[config.mk]
export PLATFORM = sky130hd
export DESIGN_NAME = register_file
export DESIGN_NICKNAME = d
export VERILOG_FILES = /design/src/rtl/register_file.sv
export SDC_FILE = /design/constraint.sdc
export NUM_CORES = 1
export LEC_CHECK = 0
export ABC_CLOCK_PERIOD_IN_PS = 6070
export BUFFER_PORTS_ARGS = -buffer_cell sky130_fd_sc_hd__buf_2
export CELL_PAD_IN_SITES_DETAIL_PLACEMENT = 1
export CELL_PAD_IN_SITES_GLOBAL_PLACEMENT = 1
export CORE_MARGIN = 5
export CORE_UTILIZATION = 47
export CTS_CLUSTER_SIZE = 24
export DETAILED_ROUTE_END_ITERATION = 10
export PLACE_DENSITY_LB_ADDON = 0.05
export SLEW_MARGIN = 40
export SYNTH_ARGS = -nofsm -noshare
export SYNTH_HDL_FRONTEND = slang
export SYNTH_SLANG_ARGS = --single-unit
[constraint.sdc]
create_clock -name clock -period 6.07 [get_ports clock]
set_clock_uncertainty 0.05 [all_clocks]
set_input_delay 1.214 -clock clock [delete_from_list [all_inputs] [get_ports clock]]
set_output_delay 1.214 -clock clock [all_outputs]
set_load 0.01 [all_outputs]
[src/rtl/register_file.sv]
// rtl/register_file.sv - DEPTH x WIDTH register file, one write port, two combinational read ports
//
// Purpose: the array has no reset of its own. After reset, a hardware sweep writes zero
// to every entry, one entry per clock. Writes are accepted only after the sweep completes.
//
// Ports:
//   clock        rising-edge clock
//   reset        synchronous, active-high; restarts the clear sweep
//   write        write enable; takes effect only while ready=1
//   write_addr   write address; out-of-range writes are dropped
//   d            write data
//   read_addr_a  read port A address; out-of-range reads return 0
//   q_a          read port A data (combinational)
//   read_addr_b  read port B address; out-of-range reads return 0
//   q_b          read port B data (combinational)
//   ready        1 = sweep complete, writes accepted, reads valid
//
// Option: define REGISTER_FILE_BYPASS_EN to forward d to a read port in the same cycle,
// when that port addresses the entry being written.
module register_file #(
  parameter int WIDTH      = 8,
  parameter int DEPTH      = 16,
  parameter int ADDR_WIDTH = $clog2(DEPTH)
) (
  input  logic                  clock,
  input  logic                  reset,
  input  logic                  write,
  input  logic [ADDR_WIDTH-1:0] write_addr,
  input  logic [WIDTH-1:0]      d,
  input  logic [ADDR_WIDTH-1:0] read_addr_a,
  output logic [WIDTH-1:0]      q_a,
  input  logic [ADDR_WIDTH-1:0] read_addr_b,
  output logic [WIDTH-1:0]      q_b,
  output logic                  ready
);

  typedef enum logic {CLEAR, RUN} state_t;

  // DEPTH needs one extra bit when it is a power of two.
  localparam logic [ADDR_WIDTH:0]   DEPTH_EXT = (ADDR_WIDTH + 1)'(DEPTH);
  localparam logic [ADDR_WIDTH-1:0] LAST_ADDR = ADDR_WIDTH'(DEPTH - 1);

  function automatic logic in_range(input logic [ADDR_WIDTH-1:0] addr);
    return {1'b0, addr} < DEPTH_EXT;
  endfunction

  // No reset term, so the array can map onto LUT RAM.
  logic [WIDTH-1:0] mem [0:DEPTH-1];

  state_t                state, state_next;
  logic [ADDR_WIDTH-1:0] clear_addr, clear_addr_next;
  logic                  ready_next;
  logic                  mem_we;
  logic [ADDR_WIDTH-1:0] mem_waddr;
  logic [WIDTH-1:0]      mem_wdata;

  always_ff @(posedge clock) begin
    if (reset) begin
      state      <= CLEAR;
      clear_addr <= '0;
      ready      <= 1'b0;
    end else begin
      state      <= state_next;
      clear_addr <= clear_addr_next;
      ready      <= ready_next;
    end
  end

  // The sweep and user writes share the single array write port. Reset gates both,
  // so reset wins over a simultaneous write.
  always_comb begin
    state_next      = state;
    clear_addr_next = clear_addr;
    ready_next      = ready;
    mem_we          = 1'b0;
    mem_waddr       = write_addr;
    mem_wdata       = d;
    if (!reset) begin
      case (state)
        CLEAR: begin
          mem_we    = 1'b1;
          mem_waddr = clear_addr;
          mem_wdata = '0;
          if (clear_addr == LAST_ADDR) begin
            state_next      = RUN;
            ready_next      = 1'b1;
            clear_addr_next = '0;
          end else begin
            clear_addr_next = clear_addr + 1'b1;
          end
        end
        RUN: begin
          if (write && in_range(write_addr)) mem_we = 1'b1;
        end
        default: begin
          state_next = CLEAR;
        end
      endcase
    end
  end

  always_ff @(posedge clock) begin
    if (mem_we) mem[mem_waddr] <= mem_wdata;
  end

  logic [WIDTH-1:0] stored_a, stored_b;

  always_comb begin
    stored_a = '0;
    stored_b = '0;
    if (in_range(read_addr_a)) stored_a = mem[read_addr_a];
    if (in_range(read_addr_b)) stored_b = mem[read_addr_b];
  end

`ifdef REGISTER_FILE_BYPASS_EN
  logic fwd_ok;
  always_comb begin
    fwd_ok = write && ready && in_range(write_addr);
    q_a    = (fwd_ok && read_addr_a == write_addr) ? d : stored_a;
    q_b    = (fwd_ok && read_addr_b == write_addr) ? d : stored_b;
  end
`else
  always_comb begin
    q_a = stored_a;
    q_b = stored_b;
  end
`endif

endmodule

==> results.sh <==
export IMPL_avgRoutedWirePerCell_um=26.9
export IMPL_hold_viol=0
export IMPL_area_delta_synth_final_pct=14.0
export IMPL_first_pass_iters=4
export IMPL_route_final_wire_length_um=15300
export IMPL_syn_area_mm2=0.00645
export IMPL_cts_hold_fix_buffers=0
export IMPL_critPathLaunchType="input port"
export IMPL_root_buffer="clkbuf_16"
export IMPL_synth_nets=369
export IMPL_row_count=42
export IMPL_die_h_um=127
export IMPL_max_cap_violations=0
export IMPL_grt_pass1_vias=3692
export IMPL_cts_max_level=4
export IMPL_syn_avg_cell_area_um2=18.7
export IMPL_antenna_found_initial=0
export IMPL_vias_per_cell=6.12
export IMPL_clkSlewWorstSetupHoldPaths_ns=0.05
export IMPL_final_fill_count=1235
export IMPL_cts_tree="built"
export IMPL_portBuffers=39
export IMPL_min_path_type="flop to flop"
export IMPL_seq_area_frac_synth_pct=61.5
export IMPL_grt_total_usage_pct=19.9
export IMPL_clk_path_buf_depth=2
export IMPL_globalRouteOverflowTotal=0
export IMPL_core_mm2=0.0133
export IMPL_p_leak_nw=2.50
export IMPL_ys_ff_latch=134
export IMPL_cts_buffers_inserted=17
export IMPL_insertedDiodeCount=0
export IMPL_synth_edf_count=128
export IMPL_worst_pin_slew_ns=0.820
export IMPL_clock_latency_ns=0.42
export IMPL_synth_warnings=0
export IMPL_cp_end_kind="primary output"
export IMPL_routabilityCongestion=0.706
export IMPL_ctsResizeCount=0
export IMPL_cts_sinks=134
export IMPL_ios=40
export IMPL_fmax_mhz=222
export IMPL_setup_viol=0
export IMPL_fin_cells=569
export IMPL_status="completed"
export IMPL_dp_final_hpwl_um=10400
export IMPL_grt_max_degree=33
export IMPL_die_area_mm2=0.0162
export IMPL_synth_area_top_cells="edfxtp_1 (60%), mux4_2 (12%), mux4_1 (11%)"
export IMPL_crit_fanout=17
export IMPL_drive_gt1_share_pct=29.8
export IMPL_grt_pass1_wl_um=22900
export IMPL_die_w_um=127
export IMPL_start_util_pct=48.3
export IMPL_synth_top_area_share_pct=59.6
export IMPL_drv_slew=0
export IMPL_fin_setup_tns_ns=0
export IMPL_yosys_area_top_type="edfxtp_1"
export IMPL_path_class="input port to primary output"
export IMPL_vdd_drop_max_uv=221
export IMPL_placed_cells=538
export IMPL_synthCells=345
export IMPL_rsz0062_at_grt="false"
export IMPL_post_synth_top_count_cell="edfxtp_1"
export IMPL_synthDistinctLibCells=40
export IMPL_timing_final_crit_share_pct=74.1
export IMPL_num_vias=3481
export IMPL_num_nets_final=405
export IMPL_antenna_left=0
export IMPL_min_period_ns=4.50
export IMPL_route_detailed_drc=0
export IMPL_crit_arrival_ns=3.23
export IMPL_powerDensity_mw_per_mm2=314
export IMPL_maxSlewHeadroom_pct=45.1
export IMPL_drt_first_iter_violations=204
export IMPL_cts_setup_buffers=0
export IMPL_async_reset_ff_share_pct=0
export IMPL_total_power_mw=2.31
export IMPL_synth_ff_type="edfxtp_1"
export IMPL_synthTopCellsByCount="edfxtp_1 (128), mux4_2 (34), a22oi_1 (32)"
export IMPL_required_ns=4.81
## flip-flops by register name, indices dropped and copies added, names as in the netlist
register,flops
clear_addr,4
state,1
mem,128
ready,1
## through the flow
step	util, %	hold WS (ns)	setup WS, ns	cell area [µm²]
CTS	54.9	0.432	1.53	7330
finish	55.0	0.421	1.57	7350
floorplan	-	0.449	2.51	6450
detailed placement	50.3	0.412	1.54	6710
global route	55.0	0.486	1.39	7350
global placement	50.1	0.402	1.58	6690
## final timing paths
kind,from,end,slack [ns],depth (start not counted)
setup / recovery,read_addr_b[0],q_b[4],1.57,6
hold reg to reg,ready,ready,0.42,2
setup reg to reg,state,mem[5][5],3.60,3
hold / removal,ready,ready,0.42,2
## placed cells by master, fill, tap and decap left out, types with 5 or more instances in the layout
| cell | netlist | layout |
|---|---|---|
| buf_2 | 8 | 37 |
| nor2_2 | 0 | 10 |
| mux4_2 | 34 | 34 |
| and2_1 | 10 | 10 |
| nor2_1 | 24 | 14 |
| bufinv_16 | 0 | 5 |
| buf_4 | 2 | 5 |
| a22oi_1 | 32 | 32 |
| mux4_1 | 28 | 28 |
| clkbuf_1 | 2 | 5 |
| a31oi_1 | 6 | 6 |
| edfxtp_1 | 128 | 128 |
| nand2_1 | 16 | 16 |
| clkbuf_16 | 0 | 17 |
| dfxtp_1 | 6 | 6 |
## power by group
group          internal (mW)  switching, mW  leakage (nW)
Sequential              1.03        0.00815          1.22
Combinational         0.0757          0.104         0.983
Clock                  0.725          0.362         0.298
Total                   1.83          0.475          2.50
## cells by family (layout without fill, tap and decap cells)
logic type | Yosys count | in the layout | synth area share, %
buffers and inverters | 28 | 76 | 3.18
AOI/OAI and AO/OA | 49 | 49 | 5.55
DFF | 134 | 134 | 61.5
adders and majority gates | 1 | 1 | 0.194
muxes | 65 | 65 | 24.2
and+or+nand+nor | 67 | 67 | 5.24
xor gates and xnor gates | 1 | 1 | 0.136
## critical path, stage by stage
cell	delay, ns
buf_2	0.43
buf_4	0.43
mux4_1	0.61
a22oi_1	0.23
nand2_1	0.13
buf_2	0.16
## area by class of cell
class,count,area [µm²],share of cell area (%)
clock buffers,22,444,6.05
clock inverters,9,176,2.40
inverters,3,11.3,0.153
multi-input cells,183,2310,31.4
flip-flops and latches,134,3960,54.0
well taps,176,220,3.00
repair buffers,42,223,3.03
## per-layer routing
layer / vias to the layer above / GRT usage (%) / routed length, µm
met5: - / 0 / 0
met4: 0 / 6.31 / 158
met3: 12 / 3.96 / 751
met2: 86 / 33.6 / 8010
met1: 1829 / 26.2 / 6360
li1: 1554 / - / -
Note: power is estimated with default switching activity, not from simulation.
